==> src/rtl/vga_sync_gen.sv <==
// vga_sync_gen: raster timing generator.
// Divides clk down to the pixel rate and walks x/y over the full frame
// (active + porches + sync). hsync/vsync/video_on are registered from the
// next-state counters, so they are always the decode of the x/y presented
// in the same cycle. frame_tick marks entry into vertical blank.
module vga_sync_gen #(
    parameter int H_ACTIVE = 640,
    parameter int H_FP     = 16,
    parameter int H_SYNC   = 96,
    parameter int H_BP     = 48,
    parameter int V_ACTIVE = 480,
    parameter int V_FP     = 10,
    parameter int V_SYNC   = 2,
    parameter int V_BP     = 33,
    parameter int CLK_DIV  = 2,
    parameter bit SYNC_POL = 1'b0
) (
    input  logic       clk,
    input  logic       reset,
    output logic [9:0] x,
    output logic [9:0] y,
    output logic       hsync,
    output logic       vsync,
    output logic       video_on,
    output logic       pixel_tick,
    output logic       frame_tick
);

    localparam int H_TOTAL = H_ACTIVE + H_FP + H_SYNC + H_BP;
    localparam int V_TOTAL = V_ACTIVE + V_FP + V_SYNC + V_BP;
    localparam int DIV_W   = (CLK_DIV > 1) ? $clog2(CLK_DIV) : 1;

    // Counters are 10 bits wide; larger timings cannot be represented.
    if (H_TOTAL > 1024 || V_TOTAL > 1024) begin : g_bad_timing
        $error("vga_sync_gen: H_TOTAL/V_TOTAL must not exceed 1024");
    end
    if (CLK_DIV < 1) begin : g_bad_div
        $error("vga_sync_gen: CLK_DIV must be at least 1");
    end

    localparam logic [DIV_W-1:0] DIV_LAST = DIV_W'(CLK_DIV - 1);
    localparam logic [9:0]       H_LAST   = 10'(H_TOTAL - 1);
    localparam logic [9:0]       V_LAST   = 10'(V_TOTAL - 1);
    localparam logic [9:0]       V_BLANK  = 10'(V_ACTIVE);
    // Decode bounds kept at 11 bits so an active width of 1024 still works.
    localparam logic [10:0]      H_ACT    = 11'(H_ACTIVE);
    localparam logic [10:0]      V_ACT    = 11'(V_ACTIVE);
    localparam logic [10:0]      HS_BEG   = 11'(H_ACTIVE + H_FP);
    localparam logic [10:0]      HS_END   = 11'(H_ACTIVE + H_FP + H_SYNC);
    localparam logic [10:0]      VS_BEG   = 11'(V_ACTIVE + V_FP);
    localparam logic [10:0]      VS_END   = 11'(V_ACTIVE + V_FP + V_SYNC);

    logic [DIV_W-1:0] div;
    logic [9:0]       x_nxt, y_nxt;
    logic             hs_act, vs_act, von_nxt, ft_nxt;

    // Pixel strobe is a pure compare on the divider register.
    assign pixel_tick = (div == DIV_LAST);

    // Pixel-rate divider: counts 0..CLK_DIV-1 and wraps.
    always_ff @(posedge clk) begin
        if (reset || pixel_tick) div <= '0;
        else                     div <= div + 1'b1;
    end

    // Next raster position plus the output decode of that position.
    always_comb begin
        x_nxt = x;
        y_nxt = y;
        if (pixel_tick) begin
            if (x == H_LAST) begin
                x_nxt = '0;
                y_nxt = (y == V_LAST) ? '0 : y + 1'b1;
            end else begin
                x_nxt = x + 1'b1;
            end
        end
        hs_act  = ({1'b0, x_nxt} >= HS_BEG) && ({1'b0, x_nxt} < HS_END);
        vs_act  = ({1'b0, y_nxt} >= VS_BEG) && ({1'b0, y_nxt} < VS_END);
        von_nxt = ({1'b0, x_nxt} < H_ACT) && ({1'b0, y_nxt} < V_ACT);
        // Only the edge that enters (0, V_ACTIVE) fires, so the pulse is one
        // clk wide even though the position is held for CLK_DIV clks.
        ft_nxt  = pixel_tick && (x_nxt == '0) && (y_nxt == V_BLANK);
    end

    // Raster registers; outputs update on the same edge as x/y.
    always_ff @(posedge clk) begin
        if (reset) begin
            x          <= '0;
            y          <= '0;
            hsync      <= ~SYNC_POL;
            vsync      <= ~SYNC_POL;
            video_on   <= 1'b1;
            frame_tick <= 1'b0;
        end else begin
            x          <= x_nxt;
            y          <= y_nxt;
            hsync      <= hs_act ? SYNC_POL : ~SYNC_POL;
            vsync      <= vs_act ? SYNC_POL : ~SYNC_POL;
            video_on   <= von_nxt;
            frame_tick <= ft_nxt;
        end
    end

endmodule
==> config.mk <==
export PLATFORM = sky130hd
export DESIGN_NAME = vga_sync_gen
export DESIGN_NICKNAME = d
export VERILOG_FILES = /design/src/rtl/vga_sync_gen.sv
export SDC_FILE = /design/constraint.sdc
export NUM_CORES = 1
export LEC_CHECK = 0
export ABC_CLOCK_PERIOD_IN_PS = 3300
export CORE_MARGIN = 2
export CORE_UTILIZATION = 45
export CTS_BUF_LIST = sky130_fd_sc_hd__clkbuf_2
export DETAILED_ROUTE_END_ITERATION = 8
export PLACE_DENSITY = 0.79
export SLEW_MARGIN = 25
export SYNTH_ARGS = -nofsm -noshare
export SYNTH_HDL_FRONTEND = slang
export SYNTH_SLANG_ARGS = --single-unit
==> constraint.sdc <==
create_clock -name clk -period 3.3 [get_ports clk]
set_clock_uncertainty 0.05 [all_clocks]
set_input_delay 0.66 -clock clk [delete_from_list [all_inputs] [get_ports clk]]
set_output_delay 0.66 -clock clk [all_outputs]
set_load 0.005 [all_outputs]
Yosys cells after proc, flatten, opt, wreduce, memory -nomap -nowiden
Cells that the tools add are included.
{"block": "classes", "n_addsub": 3, "order_cmp": 6, "eq_ne": 3, "mux": 7, "n_reduce_logical": 7}
{"op": "2-to-1 mux 10 bit", "n": 5}
{"op": "adder 10 x 1 -> 10 bit, second input constant", "n": 2}
{"op": "equality test 10 bit, second input constant", "n": 2}
{"op": "< comparator 10 bit, second input constant", "n": 2}
{"op": "< comparator 10 x 9 -> 1 bit, second input constant", "n": 2}
{"op": "equality test 10 x 9 -> 1 bit, second input constant", "n": 1}
{"op": ">= comparator 10 bit, second input constant", "n": 1}
{"op": ">= comparator 10 x 9 -> 1 bit, second input constant", "n": 1}
{"op": "zero test 10 bit", "n": 1}
{"op": "logical AND 1 bit", "n": 5}
{"op": "2-to-1 mux 1 bit", "n": 2}
{"op": "adder 1 bit, second input constant", "n": 1}
{"op": "logical OR 1 bit", "n": 1}
{"block": "totals", "ff_bits": 25, "word_cells": 33}

Logic depth before layout (Yosys ltp)
Gate-level depths: netlist of run 1.
{"block": "depth", "word_depth": 7, "ltp_mapped": 8}

Least setup slack after synthesis of run 1
Ideal clock, no wire load.
{"block": "synth_path", "path_kind": "register -> register", "startpoint": "register x[0]", "endpoint": "register frame_tick", "setup_ps": 62, "arrival_time_ps": 2083, "required_ps": 3188, "setup_slack_ps": 1105, "stages_incl_launch_ff": 8, "n_path_buf": 0, "path_cell_list": "dfxtp_1 -> ha_1 -> nand4_2 -> nor4_4 -> nand4b_1 -> o211a_1 -> nor4_1 -> and4b_1"}
{"block": "synth_between", "elab_chain_cells": 6, "elab_cells_between_ends": 10, "cone_classes": "add/sub (1); eq/ne (2); mux (4); reduce/logical (3)"}
{"element": "from (decl)", "line_no": "20", "source": "output logic [9:0] x,"}
{"element": "from (signal assigned)", "line_no": "96", "source": "x <= x_nxt;"}
{"element": "adder 10 x 1 -> 10 bit / equality test 10 bit (equally long branches)", "line_no": "75, 71"}
{"element": "2-to-1 mux 10 bit", "line_no": "71", "source": "if (x == H_LAST) begin"}
{"element": "2-to-1 mux 10 bit", "line_no": "70", "source": "if (pixel_tick) begin"}
{"element": "zero test 10 bit", "line_no": "83", "source": "ft_nxt = pixel_tick && (x_nxt == '0) && (y_nxt == V_BLANK);"}
{"element": "logical AND 1 bit", "line_no": "83"}
{"element": "logical AND 1 bit *", "line_no": "83"}
{"element": "to (signal assigned)", "line_no": "101", "source": "frame_tick <= ft_nxt;"}
{"element": "to (decl)", "line_no": "26", "source": "output logic frame_tick"}
Mark *: on every way between the ends. The rest lies on a longest branch, timed or not.
A chain may end at the register's enable or synchronous reset.

Final worst setup path of run 1
Same ends and word-level chain as after synthesis.

==> summary.txt, run 1 <==
Layout
  • Non-Filler Instances: 248
  • Share of layout cells above drive strength 1: 9.901%
  • Antenna diodes: 0
  • Area delta synth->final: 16.06%
  • Final #Nets: 208
  • Most frequent cells in the layout: clkdlybuf4s50_1 (26), dfxtp_1 (25), nor2_1 (20)
  • Fin area: 1799 µm²
  • Most common cell after layout, fill and taps aside: clkdlybuf4s50_1
  • Final core utilization: 54.35%

Timing
  • Post-route setup TNS: 0 ns
  • Worst Hold Slack: 0.5267 ns
  • RSZ-0062 raised after global routing: false
  • Fin. Hold Viols: 0
  • Max_slew headroom: 63.46%
  • FMAX: 371.6 MHz
  • Final setup viols: 0
  • Slew @ Worst Pin: 0.5432 ns
  • Final worst path period share: 81.54%
  • Min Tclk post-route: 2.691 ns
  • Slew Limit Fails: 0

Placement
  • Dpl cell area: 1779 µm²
  • Cells after DPL: 244
  • Hpwl dp: 2658 µm
  • Port bufs: 26
  • Routability congestion estimate: 0.9507

Clock network
  • CTS tree: built
  • Clock Tree Buf Depth: 2
  • Clk slew on worst S/H paths: 0.24 ns
  • Post-CTS Resized: 0
  • Post-CTS Hold Fix Bufs: 0
  • H-tree levels: 1
  • Clock root buffer master: clkbuf_2
  • CTS Buf Count: 3
  • Postcts setup bufs: 0
  • Clk Latency, worst-skew pair: 0.36 ns
  • CTS sink cnt: 25

Hold path
  • Worst Hold Class: reg -> reg
  • Hold path depth: 2
  • Worst Hold End: x[1]
  • Min-delay src: x[1]

Detailed routing
  • Number of remaining DRC errors: 0
  • Routed Antenna Nets: 0
  • DRT iter0 DRCs: 110
  • First-pass iteration count of the detailed router: 4
  • Vias per std cell: 5.879
  • DR vias: 1458
  • Final WL: 3701 µm
  • Routed WL per cell: 14.92 µm

Pwr
  • Internal power: 347.2 µW
  • Leak: 0.0005835 µW
  • PwrDens: 258.0 nW/µm²
  • Comb power frac: 5.6%
  • Net Sw Frac: 25.19%
  • VDD IR-drop max: 0.2062 mV
  • Seq pwr share: 67.3%
  • Net Sw Power: 116.9 µW
  • Clk network pwr share: 27.2%

Run
  • Maxcap violations: 0

Yosys
  • Netlist Area Pre-Place: 1550 µm²
  • Gate Count Post-Synth: 183
  • Post-synthesis net count: 188
  • Synth async-reset ratio: 0%
  • Mapped Avg Cell Area: 8.471 µm²
  • #FFs+latches synth: 25
  • Synth cell types: 55
  • Register area share after synthesis: 32.28%
  • Ys flop type: dfxtp_1
  • Post-synth EDFFs: 0
  • Synth warn: 0

Die
  • Die Wd: 62.70 µm
  • Die Ht: 62.70 µm
  • Initial Utilization: 46.83%
  • Die ar.: 3931 µm²
  • Core Region: 3311 µm²
  • I/O Pins: 27
  • Row count: 21

Global route
  • First-pass GRT wire length: 6051 µm
  • Vias in the first global route: 1278
  • GRT Overall Usage: 19.02%
  • GR Overflow Total: 0
  • Initial antenna violation count: 0
  • Largest net degree at the start of global routing: 15

Setup path
  • CP max FO: 9
  • Critical path required time: 3.58 ns
  • Worst path slowest cell: dfxtp_1
  • WP data arrival: 2.97 ns
  • Crit path kind: reg -> reg
  • CP peak stage delay: 0.52 ns
  • CP cell instances: ha_1, nand4_2, nor4_4, nand4b_1, o211a_1, nor4_1, and4b_1
  • Worst Setup Start Kind: register
  • Critical path capture point type: register
  • R2R Setup Slk: 0.61 ns
  • Setup crit start: x[0]
  • Reg2reg end: frame_tick
  • RR Startpoint: x[0]
  • R2R cell count: 7

Outcome
  • Outcome: complete, no violations
[how the worst max path moves through the flow]
| stage | to | slack [ns] | cells after the start |
|---|---|---|---|
| finish | frame_tick | 0.61 | 7 |
| global route | frame_tick | 0.45 | 7 |
| CTS | frame_tick | 0.66 | 7 |
| detailed placement | frame_tick | 0.71 | 7 |
| global placement | frame_tick | 0.85 | 7 |
| floorplan | frame_tick | 1.11 | 7 |
[power by group through the flow]
stage / Clock [µW] / Sequential [µW] / Combinational (µW)
final: 126 / 312 / 25.9
after global routing: 146 / 313 / 27.8
after CTS: 129 / 312 / 25.9
after detailed placement: 0 / 318 / 25.6
after global placement: 0 / 317 / 25.7
after floorplan: 0 / 315 / 18.4
[cell usage after synthesis, types with 4 or more instances]
cell type,count,share of area (%)
nor2b_1,4,1.6
nor2_1,20,4.8
nand2_1,13,3.1
a31oi_1,5,2.0
a21oi_1,7,2.3
nand4_1,6,2.4
dfxtp_1,25,32
nor3_1,10,3.2
inv_1,7,1.7
buf_6,5,3.6
xnor2_1,7,4.0
nand3_1,7,2.3
[sequential cells by signal, indices dropped and copies added, names as in the netlist]
name	flops
pixel_tick	1
vsync	1
y	10
x	10
hsync	1
frame_tick	1
video_on	1
[final cells by class]
type	instances	area [µm²]
timing repair buffer	27	267.8
inverter	7	26.28
multi-input combinational	139	927.1
fill	314	1511
clock inverter	1	5.005
tap	46	57.56
clock buffer	3	15.01
sequential	25	500.5
[cells by family (layout without fill, tap and decap cells)]
logic type	count (synthesis)	count (layout)	share of synthesized area, %
AOI/OAI and AO/OA	35	35	16.14
xor gates and xnor gates	10	10	5.650
adders and majority gates	3	3	2.422
buffers and inverters	19	38	7.909
DFF	25	25	32.28
muxes	1	1	0.6457
and+or+nand+nor	90	90	34.95
[metrics by stage]
stage | total power [µW] | setup slack, ns
5_1_grt | 487.1 | 0.4484
3_5_place_dp | 343.1 | 0.7145
2_1_floorplan | 333.3 | 1.105
6_report | 464.1 | 0.6090
3_3_place_gp | 342.8 | 0.8544
4_1_cts | 467.3 | 0.6613
[layer usage]
metal,wire length [µm],track usage (%)
met5,0,0
met2,1688,29.97
met4,64,8.056
met3,225,2.703
met1,1723,25.98
[critical path: cells and delay by family (launching register included)]
kind            cells  cell delay [ns]
compound gates      1             0.15
simple gates        5             1.60
fa+ha+maj           1             0.33
flops               1             0.52
Power figures use the tool's default switching activity.
==> inputs of run 2 (changes only) <==
ABC_CLOCK_PERIOD_IN_PS = 2500   (was 3300)
clock period = 2.5 ns   (was 3.3 ns; I/O delays follow)
==> run 2 against run 1 <==
  * Non-clock buffer count is 7 higher
  * Highest routed layer unchanged
  * Clock power is 40% higher
  * Sequential share of layout area is 1.0 points lower
  * Cell count is 2.8% higher
  * Critical path type unchanged
  * Largest power group unchanged
  * Hold slack worse by 0.028 ns
  * Wire length is 2.5% higher
  * Via count is 1.2% higher
  * Global-route usage is 1.1 points higher
  * Sequential power is 31% higher
  * Flip-flop and latch count stayed put
  * Combinational power is 64% higher
==> summary.txt, run 2 (synthesis results as in run 1) <==
Timing
  • Max_slew headroom: 71.33% (was 63.46%)
  • Fin. Hold Viols: 0 (unchanged)
  • Worst Hold Slack: 0.4991 ns (was 0.5267 ns)
  • Min Tclk post-route: 2.323 ns (was 2.691 ns)
  • Slew @ Worst Pin: 0.4268 ns (was 0.5432 ns)
  • Final setup margin: 0.1768 ns (was 0.6090 ns)
  • Final worst path period share: 92.93% (was 81.54%)
  • Final setup viols: 0 (unchanged)
  • FMAX: 430.4 MHz (was 371.6 MHz)
  • RSZ-0062 raised after global routing: false (unchanged)
  • Post-route setup TNS: 0 ns (unchanged)
  • Slew Limit Fails: 0 (unchanged)

Placement
  • Hpwl dp: 2799 µm (was 2658 µm)
  • Routability congestion estimate: 0.9110 (was 0.9507)
  • Placement Setup Slack: 0.08094 ns (was 0.7145 ns)
  • Dpl cell area: 1832 µm² (was 1779 µm²)
  • Port bufs: 26 (unchanged)

Clock network
  • H-tree levels: 1 (unchanged)
  • Post-CTS Hold Fix Bufs: 0 (unchanged)
  • Clock Tree Buf Depth: 2 (unchanged)
  • Clk Latency, worst-skew pair: 0.37 ns (was 0.36 ns)
  • CTS tree: built (unchanged)
  • CTS Buf Count: 3 (unchanged)
  • Clk slew on worst S/H paths: 0.28 ns (was 0.24 ns)
  • CTS sink cnt: 25 (unchanged)
  • Clock root buffer master: clkbuf_2 (unchanged)
  • Post-CTS Resized: 0 (unchanged)
  • Postcts setup bufs: 0 (unchanged)

Global route
  • Vias in the first global route: 1324 (was 1278)
  • Initial antenna violation count: 0 (unchanged)
  • GR Overflow Total: 0 (unchanged)
  • First-pass GRT wire length: 6437 µm (was 6051 µm)
  • Largest net degree at the start of global routing: 16 (was 15)
  • GRT Overall Usage: 20.13% (was 19.02%)

Setup path
  • CP max FO: 7 (was 9)
  • WP data arrival: 2.62 ns (was 2.97 ns)
  • R2R Setup Slk: 0.18 ns (was 0.61 ns)
  • Critical path capture point type: register (unchanged)
  • Crit path kind: reg -> reg (unchanged)
  • Setup crit start: x[8] (was x[0])
  • RR Startpoint: x[8] (was x[0])
  • Reg2reg end: frame_tick (unchanged)
  • Critical path required time: 2.80 ns (was 3.58 ns)
  • Worst setup path endpoint: frame_tick (unchanged)
  • Worst Setup Start Kind: register (unchanged)
  • R2R cell count: 6 (was 7)

Pwr
  • Leak: 0.0006147 µW (was 0.0005835 µW)
  • Net Sw Frac: 26.17% (was 25.19%)
  • Comb power frac: 6.8% (was 5.6%)
  • VDD IR-drop max: 0.2250 mV (was 0.2062 mV)
  • Seq pwr share: 65.1% (was 67.3%)
  • Internal power: 462.6 µW (was 347.2 µW)
  • Clk network pwr share: 28.1% (was 27.2%)
  • Net Sw Power: 164.0 µW (was 116.9 µW)
  • PwrDens: 335.7 nW/µm² (was 258.0 nW/µm²)

Die
  • Die ar.: 3931 µm² (unchanged)
  • Core Region: 3311 µm² (unchanged)
  • Die Ht: 62.70 µm (unchanged)
  • I/O Pins: 27 (unchanged)
  • Initial Utilization: 46.83% (unchanged)
  • Die Wd: 62.70 µm (unchanged)
  • Row count: 21 (unchanged)

Layout
  • Share of layout cells above drive strength 1: 13.40% (was 9.901%)
  • Fin area: 1867 µm² (was 1799 µm²)
  • Top flop regs: x x10, y x10 (unchanged)
  • Area delta synth->final: 20.42% (was 16.06%)
  • Final core utilization: 56.39% (was 54.35%)
  • Final #Nets: 215 (was 208)
  • Most common cell after layout, fill and taps aside: clkdlybuf4s50_1 (unchanged)
  • Antenna diodes: 0 (unchanged)
  • Most frequent cells in the layout: clkdlybuf4s50_1 (26), dfxtp_1 (25), nor2_1 (20) (unchanged)

Detailed routing
  • Number of remaining DRC errors: 0 (unchanged)
  • Routed Antenna Nets: 0 (unchanged)
  • Final WL: 3793 µm (was 3701 µm)
  • Vias per std cell: 5.788 (was 5.879)
  • DR vias: 1476 (was 1458)
  • First-pass iteration count of the detailed router: 4 (unchanged)
  • Routed WL per cell: 14.87 µm (was 14.92 µm)
  • DRT iter0 DRCs: 54 (was 110)

Hold path
  • Min-delay src: x[1] (unchanged)
  • Worst Hold Class: reg -> reg (unchanged)

Outcome
  • Outcome: complete, no violations (unchanged)

Run
  • Maxcap violations: 0 (unchanged)
[run 2: changes by cell type in the layout (fill, tap and decap cells not counted)]
cell | before | now
buf_4 | 1 | 8
clkinv_2 | 1 | 0
nor4_1 | 2 | 1
nor4_2 | 0 | 1
nor3_2 | 1 | 0
nor3_4 | 0 | 1
clkinvlp_4 | 0 | 1
[run 2: cell type report]
class / count / area [µm²]
inverters: 7 / 26.28
well taps: 46 / 57.56
flip-flops and latches: 25 / 500.5
clock buffers: 3 / 15.01
clock inverters: 1 / 7.507
fillers: 320 / 1444
repair buffers: 34 / 320.3
multi-input cells: 139 / 939.7
[run 2: worst min-delay path by stage]
stage	endpoint	slack, ns	cells after the start
5_1_grt	x[1]	0.56	2
3_5_place_dp	x[1]	0.47	2
6_report	x[1]	0.50	2
3_3_place_gp	x[1]	0.47	2
2_1_floorplan	x[1]	0.46	2
4_1_cts	x[1]	0.50	2
[run 2: worst max-delay path: stages, from the launching register on]
cell	delay [ns]
dfxtp_1	0.53
nand4b_1	0.37
nor2_1	0.32
nand4_1	0.18
xor2_1	0.20
nor4_2	0.41
and4b_1	0.24
[run 2: through the flow]
stage | total power, µW | cells
after floorplan | 439.9 | 183
after global placement | 457.1 | 251
after detailed placement | 457.6 | 251
after CTS | 625.2 | 255
after global routing | 658.1 | 255
final | 626.6 | 255
[run 2: per-layer routing]
| metal | up-vias | GRT usage, % | wire [µm] |
|---|---|---|---|
| li1 | 719 | - | - |
| met1 | 694 | 29.21 | 1771 |
| met2 | 61 | 31.59 | 1734 |
| met3 | 2 | 2.162 | 263 |
| met4 | 0 | 5.556 | 23 |
| met5 | - | 0 | 0 |
[run 2: power groups by stage]
| stage | clock (µW) | combinational (µW) | sequential, µW |
|---|---|---|---|
| 3_3_place_gp | 0 | 42.3 | 415 |
| 3_5_place_dp | 0 | 42.5 | 415 |
| 5_1_grt | 202 | 46.7 | 410 |
| 2_1_floorplan | 0 | 24.3 | 416 |
| 6_report | 176 | 42.4 | 408 |
| 4_1_cts | 175 | 42.6 | 408 |
==> inputs of run 3 (changes only) <==
RECOVER_POWER = 100   (was default)
REMOVE_ABC_BUFFERS = 1   (was default)
==> run 3 against run 2 <==
  * Register-to-register slack improved by 0.09 ns
  * Highest routed layer unchanged
  * Global-route usage grew 0.14 points
  * Largest cell class unchanged
  * Critical path depth up 2
  * Non-clock buffer count is 2 higher
  * Design area shrank 1.0%
  * Fmax up 4.2%
  * Sequential share of layout area grew 0.27 points
  * Hold slack barely moved
==> summary.txt, run 3 (synthesis results as in run 1) <==
Setup path
  • CP max FO: 8 (was 7)
  • CP cell instances: ha_1, nand4_2, buf_4, nor3_4, nand2_1, o22ai_1, and2_0, and4b_1 (was nand4b_1, nor2_1, nand4_1, xor2_1, nor4_2, and4b_1)
  • CP delay by family, top: simple AND/OR/NAND/NOR gates (unchanged)
  • CP peak stage delay: 0.44 ns (was 0.53 ns)
  • WP data arrival: 2.50 ns (was 2.62 ns)
  • Worst Setup Start Kind: register (unchanged)
  • Crit path buffers/inverters: 1 (was 0)
  • Critical path capture point type: register (unchanged)
  • Crit path kind: reg -> reg (unchanged)
  • Critical path required time: 2.77 ns (was 2.80 ns)
  • Worst path slowest cell: dfxtp_1 (unchanged)

Die
  • Initial Utilization: 46.83% (unchanged)
  • Row count: 21 (unchanged)
  • Core Region: 3311 µm² (unchanged)
  • Die ar.: 3931 µm² (unchanged)
  • Die Wd: 62.70 µm (unchanged)
  • Die Ht: 62.70 µm (unchanged)
  • I/O Pins: 27 (unchanged)

Timing
  • Min Tclk post-route: 2.229 ns (was 2.323 ns)
  • Final setup viols: 0 (unchanged)
  • RSZ-0062 raised after global routing: false (unchanged)
  • FMAX: 448.7 MHz (was 430.4 MHz)
  • Final worst path period share: 89.15% (was 92.93%)
  • Max_slew headroom: 56.36% (was 71.33%)
  • Slew Limit Fails: 0 (unchanged)
  • Worst Hold Slack: 0.4993 ns (was 0.4991 ns)
  • Post-route setup TNS: 0 ns (unchanged)
  • Slew @ Worst Pin: 0.6546 ns (was 0.4268 ns)
  • Fin. Hold Viols: 0 (unchanged)

Global route
  • GR Overflow Total: 0 (unchanged)
  • Largest net degree at the start of global routing: 15 (was 16)
  • First-pass GRT wire length: 6513 µm (was 6437 µm)
  • GRT Overall Usage: 20.27% (was 20.13%)
  • Vias in the first global route: 1338 (was 1324)
  • Initial antenna violation count: 0 (unchanged)

Layout
  • Final core utilization: 55.82% (was 56.39%)
  • Most common cell after layout, fill and taps aside: dfxtp_1 (was clkdlybuf4s50_1)
  • Footprint of the multi-input gates: 930.9 µm² (was 939.7 µm²)
  • Sequential cell area: 500.5 µm² (unchanged)
  • Final #Nets: 217 (was 215)
  • Filler Cell Count: 341 (was 320)
  • Antenna diodes: 0 (unchanged)
  • Share of layout cells above drive strength 1: 9.953% (was 13.40%)
  • Most frequent cells in the layout: dfxtp_1 (25), dlygate4sd3_1 (22), nor2_1 (21) (was clkdlybuf4s50_1 (26), dfxtp_1 (25), nor2_1 (20))
  • Area delta synth->final: 19.21% (was 20.42%)
  • Top flop regs: x x10, y x10 (unchanged)

Detailed routing
  • Vias per std cell: 5.778 (was 5.788)
  • Number of remaining DRC errors: 0 (unchanged)
  • Routed WL per cell: 14.96 µm (was 14.87 µm)
  • Final WL: 3845 µm (was 3793 µm)
  • DR vias: 1485 (was 1476)
  • Routed Antenna Nets: 0 (unchanged)
  • DRT iter0 DRCs: 111 (was 54)
  • First-pass iteration count of the detailed router: 5 (was 4)

Placement
  • Hpwl dp: 2893 µm (was 2799 µm)
  • Port bufs: 26 (unchanged)
  • Routability congestion estimate: 1.027 (was 0.9110)

Clock network
  • CTS sink cnt: 25 (unchanged)
  • CTS tree: built (unchanged)
  • CTS Buf Count: 3 (unchanged)
  • Clk slew on worst S/H paths: 0.24 ns (was 0.28 ns)
  • H-tree levels: 1 (unchanged)
  • Clock Tree Buf Depth: 2 (unchanged)
  • Post-CTS Hold Fix Bufs: 0 (unchanged)
  • Clock root buffer master: clkbuf_2 (unchanged)
  • Clk Latency, worst-skew pair: 0.35 ns (was 0.37 ns)

Hold path
  • Worst Hold Class: reg -> reg (unchanged)

Pwr
  • Total power: 604.1 µW (was 626.6 µW)
  • PwrDens: 326.9 nW/µm² (was 335.7 nW/µm²)
  • VDD IR-drop max: 0.1663 mV (was 0.2250 mV)
  • Leak: 0.0006586 µW (was 0.0006147 µW)

Run
  • Maxcap violations: 0 (unchanged)

Outcome
  • Outcome: complete, no violations (unchanged)
==> run 3: cell types whose count changed in the layout (fill, tap and decap cells not counted) <==
cell / delta
and4_2: -1
clkinvlp_4: -1
nor2_1: +1
and4_1: +1
and2_0: +2
buf_4: -4
clkinv_2: +1
nor2_2: -1
and2_1: -2
nand3_2: -1
nand3_1: +1
dlygate4sd3_1: +22
clkdlybuf4s50_1: -22
clkbuf_1: +6
==> run 3: worst min-delay path, cell delays in order, from the launching register on <==
cell and delay (ns):
dfxtp_1 0.39, nand2b_1 0.08, a21oi_1 0.06
==> run 3: where the power goes <==
group,leakage [µW],total (µW),switching (µW),internal (µW)
clock network,0.0000164,156,120,36.2
registers,0.000202,409,5.34,403
logic,0.000440,39.2,20.6,18.6
==> run 3: final cells by class <==
| type | count | share of cell area (%) |
|---|---|---|
| clock buffers | 3 | 0.8125 |
| inverters | 7 | 1.422 |
| repair buffers | 36 | 16.93 |
| flip-flops and latches | 25 | 27.08 |
| multi-input cells | 139 | 50.37 |
| clock inverters | 1 | 0.2708 |
| well taps | 46 | 3.114 |
==> run 3: timing repair <==
action                                  in CTS  in global routing
resized for setup                            0                  2
endpoints found under the setup margin       0                  1
buffers inserted                             0                  1
==> run 3: through the flow <==
| stage | cells | area (µm²) | setup slack, ns |
|---|---|---|---|
| floorplan | 171 | 1454 | 0.2995 |
| global placement | 252 | 1839 | 0.2910 |
| detailed placement | 252 | 1839 | 0.1742 |
| CTS | 256 | 1859 | 0.1347 |
| global route | 257 | 1848 | 0.02595 |
| finish | 257 | 1848 | 0.2712 |
==> run 3: final timing paths <==
path	from	to	slack, ns	cells past startpoint
max	x[1]	frame_tick	0.27	8
min	x[1]	x[1]	0.50	2
max reg2reg	x[1]	frame_tick	0.27	8
min reg2reg	x[1]	x[1]	0.50	2
==> run 3: routing by layer <==
layer	GRT usage (%)	wire length [µm]
met5	0	0
met4	6.667	76
met3	1.622	157
met2	32.80	1787
met1	28.52	1824
